File: config.mk
export PLATFORM = sky130hd
export DESIGN_NAME = if_id_pipe_reg
export DESIGN_NICKNAME = d
export VERILOG_FILES = /design/src/rtl/if_id_pkg.sv /design/src/rtl/if_id_pipe_reg_sat_counter.sv /design/src/rtl/if_id_pipe_reg.sv
export SDC_FILE = /design/constraint.sdc
export NUM_CORES = 1
export LEC_CHECK = 0
export ABC_CLOCK_PERIOD_IN_PS = 6300
export CAP_MARGIN = 20
export CORE_ASPECT_RATIO = 1.1
export CORE_MARGIN = 10
export CORE_UTILIZATION = 30
export CTS_CLUSTER_DIAMETER = 120
export DETAILED_ROUTE_END_ITERATION = 10
export MAX_ROUTING_LAYER = met4
export SYNTH_ARGS = -nofsm -noshare
export SYNTH_HDL_FRONTEND = slang
export SYNTH_SLANG_ARGS = --single-unit
File: constraint.sdc
create_clock -name clk -period 6.3 [get_ports clk]
set_input_delay 0.945 -clock clk [delete_from_list [all_inputs] [get_ports clk]]
set_output_delay 0.945 -clock clk [all_outputs]
set_load 0.02 [all_outputs]
File: src/rtl/if_id_pkg.sv
// Shared IF/ID definitions: default field widths, bubble encoding and the
// occupancy states of the IF/ID register, encoded as {main_valid, skid_valid}.
package if_id_pkg;

  localparam int PC_W_DEF    = 32;
  localparam int INSTR_W_DEF = 32;
  localparam int CNT_W_DEF   = 16;

  // MIPS sll $0,$0,0
  localparam logic [31:0] NOP_INSTR_DEF = 32'h0000_0000;
  localparam logic [31:0] RESET_PC_DEF  = 32'h0000_0000;

  typedef enum logic [1:0] {
    ST_EMPTY = 2'b00,
    ST_ONE   = 2'b10,
    ST_FULL  = 2'b11
  } state_t;

endpackage

File: src/rtl/if_id_pipe_reg_sat_counter.sv
// Saturating up-counter: counts inc cycles, sticks at all-ones, cleared only by rst.
module sat_counter #(
  parameter int WIDTH = 16
) (
  input  logic             clk,
  input  logic             rst,
  input  logic             inc,
  output logic [WIDTH-1:0] count
);

  always_ff @(posedge clk or posedge rst) begin
    if (rst) begin
      count <= '0;
    end else if (inc && (count != {WIDTH{1'b1}})) begin
      count <= count + WIDTH'(1);
    end
  end

endmodule

File: src/rtl/if_id_pipe_reg.sv
// IF/ID pipeline register with a one-beat skid entry so in_ready is a flop,
// synchronous flush that leaves a bubble, and a saturating stall counter.
module if_id_pipe_reg
  import if_id_pkg::*;
#(
  parameter int                 PC_W      = PC_W_DEF,
  parameter int                 INSTR_W   = INSTR_W_DEF,
  parameter logic [INSTR_W-1:0] NOP_INSTR = INSTR_W'(NOP_INSTR_DEF),
  parameter logic [PC_W-1:0]    RESET_PC  = PC_W'(RESET_PC_DEF),
  parameter int                 CNT_W     = CNT_W_DEF
) (
  input  logic               clk,
  input  logic               rst,
  input  logic               flush,
  input  logic               in_valid,
  output logic               in_ready,
  input  logic [PC_W-1:0]    pc_in,
  input  logic [INSTR_W-1:0] instruction_in,
  output logic               out_valid,
  input  logic               out_ready,
  output logic [PC_W-1:0]    pc_out,
  output logic [INSTR_W-1:0] instruction_out,
  output logic [CNT_W-1:0]   stall_count
);

  // Handshake: a beat moves on a side when valid and ready are both high in
  // the same cycle; a producer holding valid must keep its data stable.
  state_t             state_q;
  state_t             state_nxt;
  logic               main_valid;
  logic               skid_valid;
  logic               accept;
  logic               consume;
  logic               load_in;
  logic               load_from_skid;
  logic               load_skid;
  logic               drop_main;
  logic [PC_W-1:0]    skid_pc;
  logic [INSTR_W-1:0] skid_instr;

  assign main_valid = state_q[1];
  assign skid_valid = state_q[0];
  assign in_ready   = ~skid_valid & ~rst;
  assign out_valid  = main_valid;
  assign accept     = in_valid & in_ready;
  assign consume    = main_valid & out_ready;

  always_ff @(posedge clk or posedge rst) begin
    if (rst) begin
      state_q <= ST_EMPTY;
    end else begin
      state_q <= state_nxt;
    end
  end

  always_comb begin
    state_nxt      = state_q;
    load_in        = 1'b0;
    load_from_skid = 1'b0;
    load_skid      = 1'b0;
    drop_main      = 1'b0;
    if (flush) begin
      state_nxt = ST_EMPTY;
      drop_main = 1'b1;
    end else begin
      case (state_q)
        ST_EMPTY: begin
          if (accept) begin
            load_in   = 1'b1;
            state_nxt = ST_ONE;
          end
        end
        ST_ONE: begin
          if (accept && consume) begin
            load_in = 1'b1;
          end else if (accept) begin
            load_skid = 1'b1;
            state_nxt = ST_FULL;
          end else if (consume) begin
            drop_main = 1'b1;
            state_nxt = ST_EMPTY;
          end
        end
        ST_FULL: begin
          if (consume) begin
            load_from_skid = 1'b1;
            state_nxt      = ST_ONE;
          end
        end
        default: begin
          drop_main = 1'b1;
          state_nxt = ST_EMPTY;
        end
      endcase
    end
  end

  // pc_out keeps its last value across bubbles; only the instruction is killed.
  always_ff @(posedge clk or posedge rst) begin
    if (rst) begin
      pc_out          <= RESET_PC;
      instruction_out <= NOP_INSTR;
      skid_pc         <= '0;
      skid_instr      <= '0;
    end else begin
      if (load_in) begin
        pc_out          <= pc_in;
        instruction_out <= instruction_in;
      end else if (load_from_skid) begin
        pc_out          <= skid_pc;
        instruction_out <= skid_instr;
      end else if (drop_main) begin
        instruction_out <= NOP_INSTR;
      end
      if (load_skid) begin
        skid_pc    <= pc_in;
        skid_instr <= instruction_in;
      end
    end
  end

  always_ff @(posedge clk) begin
    if (!rst) begin
      assert ({main_valid, skid_valid} != 2'b01);
    end
  end

  sat_counter #(
    .WIDTH (CNT_W)
  ) u_stall_cnt (
    .clk   (clk),
    .rst   (rst),
    .inc   (main_valid & ~out_ready),
    .count (stall_count)
  );

endmodule

* Word-level counts from Yosys, hierarchy flattened *
Cells that the tools add are included.

storage, ports and cells
  bits in registers = 146
  latch bits = 0
  bits in writable memories = 0
  memory bits (read-only) = 0
  bits of input ports = 69
  output and inout port bits = 82
  logic and storage cells = 54
  memories kept = 0

operators by class
  add/sub/neg operators = 1
  multiply operators = 0
  divide/modulo/power cells = 0
  $lt $le $gt $ge = 0
  equality and inequality tests = 7
  shift-type cells = 0
  multiplexer cells = 26
  bitwise logic cells = 7
  reductions and logical operators = 7

operators by type and width
  kind                                           count
  2-to-1 mux 32 bit                              5
  adder 16 x 1 -> 16 bit, second input constant  1
  != test 16 bit, second input constant          1
  2-to-1 mux 1 bit                               12
  2-to-1 mux 2 bit                               6
  != test 3 bit, second input constant           3
  case mux 2 bit (3 select lines)                1
  bitwise AND 1 bit                              4
  == test 2 bit, second input constant           2
  != test 4 bit, second input constant           1
  case mux 1 bit (2 select lines)                2
  AND reduction 4 bit                            1
  NOT 1 bit                                      3
  nonzero test 3 bit                             1
  logical AND 1 bit                              2
  zero test 2 bit                                1
  nonzero test 2 bit                             1
  OR reduction 2 bit                             1

* Logic depth before layout (Yosys ltp) *
Gate-level depths: netlist of run 1.

  depth in word-level cells = 10
  mapped depth = 8
  mapped depth without buffers = 6

* Hierarchy *
Synthesis of run 1 repeated with hierarchy kept, for this count alone.

second synthesis, totals
  cell total of the unflattened synthesis = 523
  area total of the unflattened synthesis = 6284.8 µm²

modules (own cells, without submodules)
  module          times used  cells each  area each (µm²)  sequential area each (µm²)
  if_id_pipe_reg  1           452         5479.0           3253.1
  sat_counter     1           71          805.8            400.4

* Worst setup path after synthesis of run 1 *
Ideal clock, no wire load.

  path type = input to register
  from = input rst
  to = register skid_instr[0]
  setup time = 0.125 ns
  arrival time = 2.082 ns
  data required time = 6.175 ns
  slack = 4.094 ns
  cell stages on the path = 5
  buffers on the path = 2
  cells stage by stage = nand4bb_1 or3b_1 buf_6 buf_6 mux2_2

between the ends
  cells in the longest elaborated chain, start to end = 7
  elaborated cells on any way between the ends = 8
  classes of those cells = mux (4); bitwise (3); reduce/logical (1)

RTL lines
  what                                                          RTL line                                    source
  from (decl)                                                   if_id_pipe_reg.sv:13                        input logic rst,
  NOT 1 bit (*)                                                 if_id_pipe_reg.sv:43                        assign in_ready = ~skid_valid & ~rst;
  bitwise AND 1 bit (*)                                         if_id_pipe_reg.sv:43
  bitwise AND 1 bit (*)                                         if_id_pipe_reg.sv:45                        assign accept = in_valid & in_ready;
  2-to-1 mux 1 bit / logical AND 1 bit (equally long branches)  if_id_pipe_reg.sv:76, if_id_pipe_reg.sv:74
  2-to-1 mux 1 bit (*)                                          if_id_pipe_reg.sv:74                        if (accept && consume) begin
  2-to-1 mux 1 bit (*)                                          if_id_pipe_reg.sv:66                        case (state_q)
  2-to-1 mux 1 bit (*)                                          if_id_pipe_reg.sv:62                        if (flush) begin
  to (signal assigned)                                          if_id_pipe_reg.sv:117                       skid_instr <= instruction_in;
  to (decl)                                                     if_id_pipe_reg.sv:39                        logic [INSTR_W-1:0] skid_instr;

Mark *: on every way between the ends. The rest lies on a longest branch, timed or not.
A chain may end at the register's enable or synchronous reset.

* Final worst setup path of run 1 *
  from = input flush
  to = register pc_out[17]

between the ends
  cells in the longest elaborated chain, start to end = 2
  elaborated cells on any way between the ends = 4
  classes of those cells = mux (3); reduce/logical (1)

RTL lines
  what                                                            RTL line               source
  from (decl)                                                     if_id_pipe_reg.sv:14   input logic flush,
  2-to-1 mux 1 bit                                                if_id_pipe_reg.sv:62
  2-to-1 mux 32 bit / nonzero test 2 bit (equally long branches)  n/a
  to (signal assigned)                                            if_id_pipe_reg.sv:107  pc_out <= pc_in;
  to (signal assigned)                                            if_id_pipe_reg.sv:110  pc_out <= skid_pc;
  to (decl)                                                       if_id_pipe_reg.sv:21   output logic [PC_W-1:0] pc_out,

Parallel ways exist; a longest one is shown, timed or not.

==> results of run 1 <==
## flip-flops by register name, indices dropped and copies added, names as in the netlist
name and cells:
state_q 2, instruction_out 32, pc_out 32, skid_instr 32, u_stall_cnt.count 16, skid_pc 32
## worst max-delay path, delay by kind of cell
kind            cells  cell delay, ns
buf+inv             3            1.40
simple gates        1            0.26
compound gates      2            0.90
## power breakdown
part / switching, mW / internal [mW]
registers: 0.210 / 1.28
clock network: 0.429 / 0.516
logic: 0.541 / 0.604
total: 1.18 / 2.40
## per-stage QoR
step | hold WS, ns | cell area, um^2
global placement | 0.4619 | 7923
detailed placement | 0.4718 | 7923
CTS | 0.4854 | 8471
finish | 0.4859 | 8513
global route | 0.5085 | 8513
floorplan | 0.4536 | 6205
## placed cells by master, fill, tap and decap left out, drive strengths merged, types with 3 or more instances in the layout
cell type and instances:
a31oi 3, inv 46, xor2 8, ha 5
nor3 5, xnor2 3, nor2 37, clkdlybuf4s50 150
a221o 32, clkbuf 17, dfrtp 146, nand3 7
nand2 38, a21oi 7, nand4 6, clkinv 3
a222oi 32, clkinvlp 3, mux2 66, buf 7
## worst paths after layout
check                      cells after the start                    to            from
setup / recovery                               6            pc_out[17]           flush
hold / removal                                 2   instruction_out[29]  skid_instr[29]
hold reg to reg                                2   instruction_out[29]  skid_instr[29]
setup reg to reg                               6            pc_out[17]      state_q[1]
min in group asynchronous                      2  u_stall_cnt.count[0]             rst
max in group asynchronous                      3        skid_instr[28]             rst
## cells by family (layout without fill, tap and decap cells)
kind of cell               after synthesis  count (layout)  synth area share
AOI/OAI and AO/OA                       84              84            0.1297
xor gates and xnor gates                11              11           0.01553
adders and majority gates                5               5           0.01008
buffers and inverters                   66             226           0.05162
DFF                                    146             146            0.5888
muxes                                   66              66            0.1198
and+or+nand+nor                        109             109           0.08450
## per-layer routing
metal  wire [um]  GRT usage  part of all wire  vias up
met4         118    0.02970            0.0072        0
li1            -          -                 -     2087
met1        7343     0.1555              0.45     2331
met3        1348    0.04820             0.082        8
met2        7644     0.1906              0.46      171
met5           0          -                 0        -
## final cells by class
type	instances	area, um^2	area share
sequential	146	3654	0.4292
multi-input combinational	275	2253	0.2647
timing repair buffer	157	1594	0.1872
clock buffer	17	425.4	0.04997
tap	256	320.3	0.03762
inverter	37	143.9	0.01690
clock inverter	15	122.6	0.01440
==> impl_metrics.csv, run 1 <==
group,metric,value,unit
synthesis,synth_top_area_frac,0.5888,
clock_network,cts_buffers,17,
sta,tightestPinTransition,0.8475,ns
worst_setup_path,cp.required,6.64,ns
sta,timing.fmax,313.3,MHz
worst_setup_path,worstSetupStartpointType,"primary input",
clock_network,cts_tree,"done",
sta,setup_tns,0,ns
global_routing,grt_first_pass_wirelength,26280,um
clock_network,htree_levels,4,
placed_design,gp_congestion,0.7677,
worst_setup_path,worstPathArrival,3.54,ns
placed_design,io_buffer_count,150,
worst_setup_path,slowest_stage,"a21oi_4",
sta,fin_skew,0.005745,ns
routing,drc,0,
die,placementRows,55,
finish,fin_util,0.4165,
worst_setup_path,critPathKind,"in2reg",
routing,vias,4597,
routing,drt_wl_total,16450,um
clock_network,hold_buffers,0,
synthesis,synth_most_common_cell,"dfrtp_1",
die,coreArea,20440,um^2
power_and_ir_drop,finalPower,3.580,mW
sta,hold_viol,0,
clock_network,cts.repair.resized,0,
worst_setup_path,cp_max_fo,39,
routing,drt_iter0_drc,341,
synthesis,synth_area_leaders,"dfrtp_1 (59%), mux2_2 (12%), a221o_1 (5.2%), a222oi_1 (5.2%), nand2_1 (2.3%)",
power_and_ir_drop,p_per_area,420.6,nW/um^2
synthesis,syn_inst,487,
die,fp.dieArea,26840,um^2
die,io_pins,151,
sta,fin_ws,3.108,ns
global_routing,grt_start_max_net_pins,91,
die,start_util,0.3036,
synthesis,async_flop_share,1.000,
synthesis,synth-main-ff-cell,"dfrtp_1",
finish,diodes,0,
power_and_ir_drop,peakVddDrop,190.9,uV
worst_setup_path,slowest_delay,0.67,ns
synthesis,synth_seq_cells,146,
worst_setup_path,r2r_setup_slack,3.46,ns
synthesis,synth_common_cells,"dfrtp_1 (146), mux2_2 (65), nand2_1 (38)",
sta,setup-violations-final,0,
routing,drtPass1Iterations,8,
clock_network,cts.sinks,146,
sta,grt_setup_unrepaired,"no",
sta,period_share,0.5066,
placed_design,dp.cells,869,
worst_setup_path,endpoint_kind,"register",
synthesis,yosysWarnings,0,
power_and_ir_drop,leakage,3.981,nW
routing,vias_per_cell,5.091,
global_routing,grt-ovfl-total,0,
finish,area_growth,37.20,%
die,dieHeight,170.8,um
synthesis,synth.distinct_cells,45,
worst_setup_path,crit_chain,"clkdlybuf4s50_1, nand4b_1, buf_4, a21oi_4, buf_4, a221o_1",
synthesis,synth.cell_area,6205,um^2
finish,nets,708,
routing,ant_nets,0,
worst_setup_path,path_common_cell,"buf_4",
status,status,"complete, no violations",
global_routing,grt_pass1_vias,4822,
finish,drive_above_1_share,0.1793,
clock_network,clk_pin_slew_worst_paths,0.07,ns
placed_design,pre_cts_slack,2.475,ns
global_routing,grt_use_total,0.1256,
clock_network,cts_buffer_depth,2,
hold_path,hold_path_class,"reg2reg",
synthesis,syn_nets,561,
finish,fillers,1921,
sta,finalWorstPathRequiredPeriod,3.192,ns
sta,slew_headroom,0.4350,
synthesis,ys_seq_area_frac,0.5888,
clock_network,root_buffer,"clkbuf_16",
flow_run,cap_violations,0,
synthesis,syn_area_per_cell,12.74,um^2
synthesis,synth_edf_count,0,
clock_network,post-cts-setup-buffer-count,0,
synthesis,synth_top_area_cell,"dfrtp_1",
clock_network,clock_latency,0.40,ns
finish,final_cells,903,
placed_design,post-dp-hpwl,10870,um
global_routing,antenna_found_initial,0,
die,fp.dieW,157.1,um
sta,maxSlewViolCount,0,
routing,avgRoutedWirePerCell,18.22,um
Note: power is estimated with default switching activity, not from simulation.
==> inputs of run 2 (changes only) <==
--- a/config.mk
+++ b/config.mk
@@ -5,7 +5,7 @@
 export SDC_FILE = /design/constraint.sdc
 export NUM_CORES = 1
 export LEC_CHECK = 0
-export ABC_CLOCK_PERIOD_IN_PS = 6300
+export ABC_CLOCK_PERIOD_IN_PS = 3050
 export CAP_MARGIN = 20
 export CORE_ASPECT_RATIO = 1.1
 export CORE_MARGIN = 10
==> constraint.sdc (replaced) <==
create_clock -name clk -period 3.05 [get_ports clk]
set_input_delay 0.4575 -clock clk [delete_from_list [all_inputs] [get_ports clk]]
set_output_delay 0.4575 -clock clk [all_outputs]
set_load 0.02 [all_outputs]
==> run 2 against run 1 <==
Net effect:
- power increased by 110%
- hold slack got worse by 0.0063 ns
- utilization increased by 0.17 points
- largest power group unchanged
==> impl_metrics.csv, run 2 (synthesized netlist as in run 1, its figures left out) <==
group,metric,value,unit
sta,hold_viol,0,
worst_setup_path,slowest_stage,"or3b_4",
global_routing,grt_use_total,0.1277,
worst_setup_path,cp.required,3.35,ns
clock_network,cts.repair.resized,0,
placed_design,dpl_cell_area,7969,um^2
power_and_ir_drop,p_per_area,875.2,nW/um^2
finish,final_cells,904,
clock_network,cts.sinks,146,
clock_network,cts_tree,"done",
worst_setup_path,worstPathArrival,2.80,ns
routing,ant_nets,0,
sta,setup_tns,0,ns
worst_setup_path,critPathKind,"reg2reg",
sta,tightestPinTransition,1.085,ns
global_routing,grt_first_pass_wirelength,26830,um
placed_design,gp_congestion,0.8073,
clock_network,cts_buffer_depth,2,
worst_setup_path,cp_max_fo,64,
worst_setup_path,path_buf_inv,1,
routing,vias_per_cell,5.173,
finish,diodes,0,
clock_network,htree_levels,4,
die,fp.dieArea,26840,um^2
clock_network,clock_latency,0.41,ns
sta,slew_headroom,0.2767,
sta,setup-violations-final,0,
placed_design,dp.cells,872,
hold_path,hold_path_class,"reg2reg",
global_routing,grt_start_max_net_pins,147,
power_and_ir_drop,peakVddDrop,375.8,uV
routing,drt_wl_total,16450,um
worst_setup_path,r2r_start,"state_q[0]",
finish,layout_commonest_cell,"clkdlybuf4s50_1",
routing,drt_iter0_drc,401,
routing,drc,0,
sta,grt_setup_unrepaired,"no",
clock_network,root_buffer,"clkbuf_16",
flow_run,cap_violations,0,
routing,avgRoutedWirePerCell,18.19,um
sta,fin_skew,0.005928,ns
worst_setup_path,crit_chain,"inv_1, ha_1, nand4bb_1, or3b_4, mux2_2",
power_and_ir_drop,finalPower,7.481,mW
worst_setup_path,crit_family,"simple AND/OR/NAND/NOR gates",
clock_network,cts_buffers,17,
worst_setup_path,slowest_delay,0.87,ns
worst_setup_path,reg2reg_depth,5,
worst_setup_path,worstSetupStartpointType,"register",
clock_network,clk_pin_slew_worst_paths,0.06,ns
hold_path,min_from,"skid_instr[18]",
power_and_ir_drop,leakage,4.000,nW
clock_network,hold_buffers,0,
sta,timing.fmax,398.9,MHz
routing,vias,4676,
global_routing,antenna_found_initial,0,
global_routing,grt-ovfl-total,0,
hold_path,hold_path_depth,2,
routing,drtPass1Iterations,6,
finish,final_cell_mix,"clkdlybuf4s50_1 (150), dfrtp_1 (146), mux2_2 (65)",
worst_setup_path,r2r_setup_slack,0.54,ns
hold_path,min_to,"instruction_out[18]",
global_routing,grt_pass1_vias,4994,
die,start_util,0.3036,
die,dieHeight,170.8,um
finish,final_cell_area,8547,um^2
finish,nets,709,
worst_setup_path,reg2reg_to,"skid_instr[27]",
worst_setup_path,endpoint_kind,"register",
die,fp.dieW,157.1,um
die,placementRows,55,
sta,period_share,0.8219,
finish,drive_above_1_share,0.1775,
clock_network,post-cts-setup-buffer-count,0,
sta,maxSlewViolCount,0,
placed_design,io_buffer_count,150,
placed_design,post-dp-hpwl,10740,um
finish,area_growth,37.75,%
die,coreArea,20440,um^2
die,io_pins,151,
sta,finalWorstPathRequiredPeriod,2.507,ns
status,status,"complete, no violations",
-- run 2: changes by cell type in the layout (fill, tap and decap cells not counted), moves of 2 or more --
cell | previous run | this run
clkbuf_1 | 0 | 2
inv_6 | 9 | 3
buf_12 | 1 | 3
bufinv_16 | 0 | 2
clkinv_2 | 2 | 4
-- run 2: worst max path at each step --
stage	start	slack [ns]	endpoint	cells past startpoint
2_1_floorplan	rst	0.76	instruction_out[0]	1
3_3_place_gp	out_ready	0.33	skid_pc[1]	4
3_5_place_dp	out_ready	0.27	skid_instr[31]	4
4_1_cts	state_q[0]	0.55	skid_instr[31]	5
5_1_grt	state_q[0]	0.34	skid_pc[18]	5
6_report	state_q[0]	0.54	skid_instr[27]	5
-- run 2: worst register-to-register path, stage by stage (launching register included) --
cell       delay, ns
dfrtp_1         0.48
inv_1           0.10
ha_1            0.27
nand4bb_1       0.20
or3b_4          0.87
mux2_2          0.47
-- run 2: stage by stage --
stage                     hold WS [ns]    util  setup slack [ns]
final                           0.4797  0.4182            0.5432
after global routing            0.5073  0.4182            0.3361
after CTS                       0.4825  0.4182            0.5472
after detailed placement        0.4721  0.3899            0.2726
after global placement          0.4614  0.3899            0.3290
after floorplan                 0.4536       -            0.7595
-- run 2: layout make-up --
type                    instances  area, um^2
clock buffers                  20       446.7
clock inverters                12       131.4
fillers                      1886       11890
inverters                      37       142.6
multi-input cells             275        2253
flip-flops and latches        146        3654
well taps                     256       320.3
repair buffers                158        1599
-- run 2: where the power goes --
group	leakage [nW]	internal [mW]	switching, mW
sequential	1.89	2.65	0.427
clock	0.285	1.23	0.811
combinational	1.82	1.25	1.12
-- run 2: per-layer routing --
| layer | vias to the layer above | part of all wire | global-route usage |
|---|---|---|---|
| met5 | - | 0 | - |
| met4 | 0 | 0.011 | 0.04597 |
| met3 | 15 | 0.078 | 0.03892 |
| met2 | 182 | 0.47 | 0.1971 |
| met1 | 2389 | 0.44 | 0.1557 |
| li1 | 2090 | - | - |
==> inputs of run 3 (changes only) <==
--- a/config.mk
+++ b/config.mk
@@ -5,7 +5,7 @@
 export SDC_FILE = /design/constraint.sdc
 export NUM_CORES = 1
 export LEC_CHECK = 0
-export ABC_CLOCK_PERIOD_IN_PS = 3050
+export ABC_CLOCK_PERIOD_IN_PS = 2300
 export CAP_MARGIN = 20
 export CORE_ASPECT_RATIO = 1.1
 export CORE_MARGIN = 10
==> constraint.sdc (replaced) <==
create_clock -name clk -period 2.3 [get_ports clk]
set_input_delay 0.345 -clock clk [delete_from_list [all_inputs] [get_ports clk]]
set_output_delay 0.345 -clock clk [all_outputs]
set_load 0.02 [all_outputs]
==> run 3 against run 2 <==
Net effect:
- combinational power up 36%
- first-iteration DRC count down 2.5%
- largest power group unchanged
- routed wire length down 1.7%
- register-to-register slack worse by 0.35 ns
- fmax up 19%
- hold slack better by 0.0033 ns
- setup slack worse by 0.35 ns
- largest cell class unchanged
- sequential cell count unchanged
- final area up 1.4%
- global-route usage down 0.28 points
- sequential share of layout area down 0.59 points
==> impl_metrics.csv, run 3 (synthesized netlist as in run 1, its figures left out) <==
group,metric,value,unit
die,fp.dieArea,26840,um^2
hold_path,hold_path_class,"reg2reg",
sta,fin_ws,0.1912,ns
worst_setup_path,worstSetupStartpointType,"register",
die,fp.dieW,157.1,um
placed_design,gp_congestion,0.7937,
sta,maxSlewViolCount,0,
finish,layout_commonest_cell,"clkdlybuf4s50_1",
clock_network,post-cts-setup-buffer-count,0,
placed_design,io_buffer_count,150,
sta,grt_setup_unrepaired,"no",
sta,timing.fmax,474.2,MHz
clock_network,cts_buffer_depth,2,
clock_network,cts_buffers,17,
global_routing,grt_pass1_vias,4880,
routing,vias_per_cell,4.997,
clock_network,clk_pin_slew_worst_paths,0.07,ns
finish,final_cells,917,
power_and_ir_drop,p_sw,3.217,mW
worst_setup_path,cp.required,2.60,ns
die,coreArea,20440,um^2
finish,diodes,0,
global_routing,antenna_found_initial,0,
sta,finalWorstPathRequiredPeriod,2.109,ns
finish,fillers,1904,
die,io_pins,151,
finish,area_growth,39.69,%
worst_setup_path,worstPathArrival,2.41,ns
global_routing,grt-ovfl-total,0,
global_routing,grt_start_max_net_pins,85,
finish,final_cell_mix,"clkdlybuf4s50_1 (150), dfrtp_1 (146), mux2_2 (65)",
clock_network,cts.sinks,146,
sta,period_share,0.9169,
sta,tightestPinTransition,0.5524,ns
power_and_ir_drop,seq_power_share,0.412,
routing,drc,0,
clock_network,hold_buffers,0,
global_routing,grt_first_pass_wirelength,26140,um
placed_design,pre_cts_slack,-0.06822,ns
routing,drtPass1Iterations,7,
worst_setup_path,crit_start,"state_q[0]",
placed_design,post-dp-hpwl,11080,um
routing,vias,4582,
power_and_ir_drop,internal-power,6.634,mW
finish,drive_above_1_share,0.1967,
routing,drt_iter0_drc,391,
sta,slew_headroom,0.6305,
sta,hold_viol,0,
global_routing,grt_use_total,0.1250,
routing,drt_wl_total,16160,um
hold_path,min_from,"skid_instr[10]",
flow_run,cap_violations,0,
routing,avgRoutedWirePerCell,17.62,um
die,dieHeight,170.8,um
sta,fin_skew,0.007175,ns
sta,setup-violations-final,0,
worst_setup_path,endpoint_kind,"register",
clock_network,clock_latency,0.41,ns
power_and_ir_drop,p_per_area,1137,nW/um^2
die,placementRows,55,
power_and_ir_drop,switching_share,0.3266,
finish,nets,722,
clock_network,cts.repair.resized,0,
power_and_ir_drop,pwr-share-comb,0.328,
clock_network,cts_tree,"done",
routing,ant_nets,0,
power_and_ir_drop,pwr-share-clk,0.260,
die,start_util,0.3036,
worst_setup_path,cp_max_fo,26,
power_and_ir_drop,peakVddDrop,497.9,uV
placed_design,dp.cells,885,
clock_network,htree_levels,4,
status,status,"complete, no violations",
clock_network,root_buffer,"clkbuf_16",
worst_setup_path,r2r_start,"state_q[0]",
power_and_ir_drop,leakage,4.048,nW
worst_setup_path,critPathKind,"reg2reg",
[run 3: path summary, 6_finish.rpt]
path                       cells after the start  slack [ns]                  end
max in group asynchronous                      3        1.36           skid_pc[5]
setup reg to reg                               6        0.19       skid_instr[18]
hold / removal                                 2        0.48  instruction_out[10]
setup / recovery                               6        0.19       skid_instr[18]
hold reg to reg                                2        0.48  instruction_out[10]
min in group asynchronous                      3        0.53           state_q[1]
[run 3: final cells by class]
cell class	instances	area [um^2]	share of cell area
Clock buffer	17	425.4	0.04908
Tap cell	256	320.3	0.03696
Inverter	37	142.6	0.01646
Timing Repair Buffer	171	1747	0.2015
Sequential cell	146	3654	0.4215
Multi-Input combinational cell	275	2253	0.2600
Clock inverter	15	125.1	0.01444
[run 3: power groups by stage]
stage | registers, mW | clock network (mW) | logic, mW
2_1_floorplan | 4.45 | 0 | 1.44
3_3_place_gp | 4.05 | 0 | 3.17
3_5_place_dp | 4.11 | 0 | 3.27
4_1_cts | 4.06 | 2.64 | 3.28
5_1_grt | 4.18 | 2.77 | 3.52
6_report | 4.06 | 2.56 | 3.23
[run 3: critical path, cell delays in order (launching register included)]
cell	delay [ns]
dfrtp_1	0.38
inv_1	0.08
ha_1	0.27
nand4bb_1	0.23
or3b_4	0.45
buf_4	0.26
mux2_2	0.32
[run 3: layer usage]
layer / track usage / up-vias / part of all wire
met4: 0.03417 / 0 / 0.0082
met5: - / - / 0
met1: 0.1543 / 2304 / 0.45
met2: 0.1895 / 144 / 0.46
met3: 0.04620 / 10 / 0.078
li1: - / 2124 / -
[run 3: stage by stage]
step	util	hold WS (ns)	area (um^2)	TNS, ns	total power, mW
2_1_floorplan	-	0.4081	6208	0	5.889
3_3_place_gp	0.3971	0.4635	8117	-0.2973	7.217
4_1_cts	0.4241	0.4889	8667	0	9.988
5_1_grt	0.4241	0.5070	8667	0	10.46
6_report	0.4241	0.4829	8667	0	9.851
3_5_place_dp	0.3971	0.4740	8117	-2.534	7.377
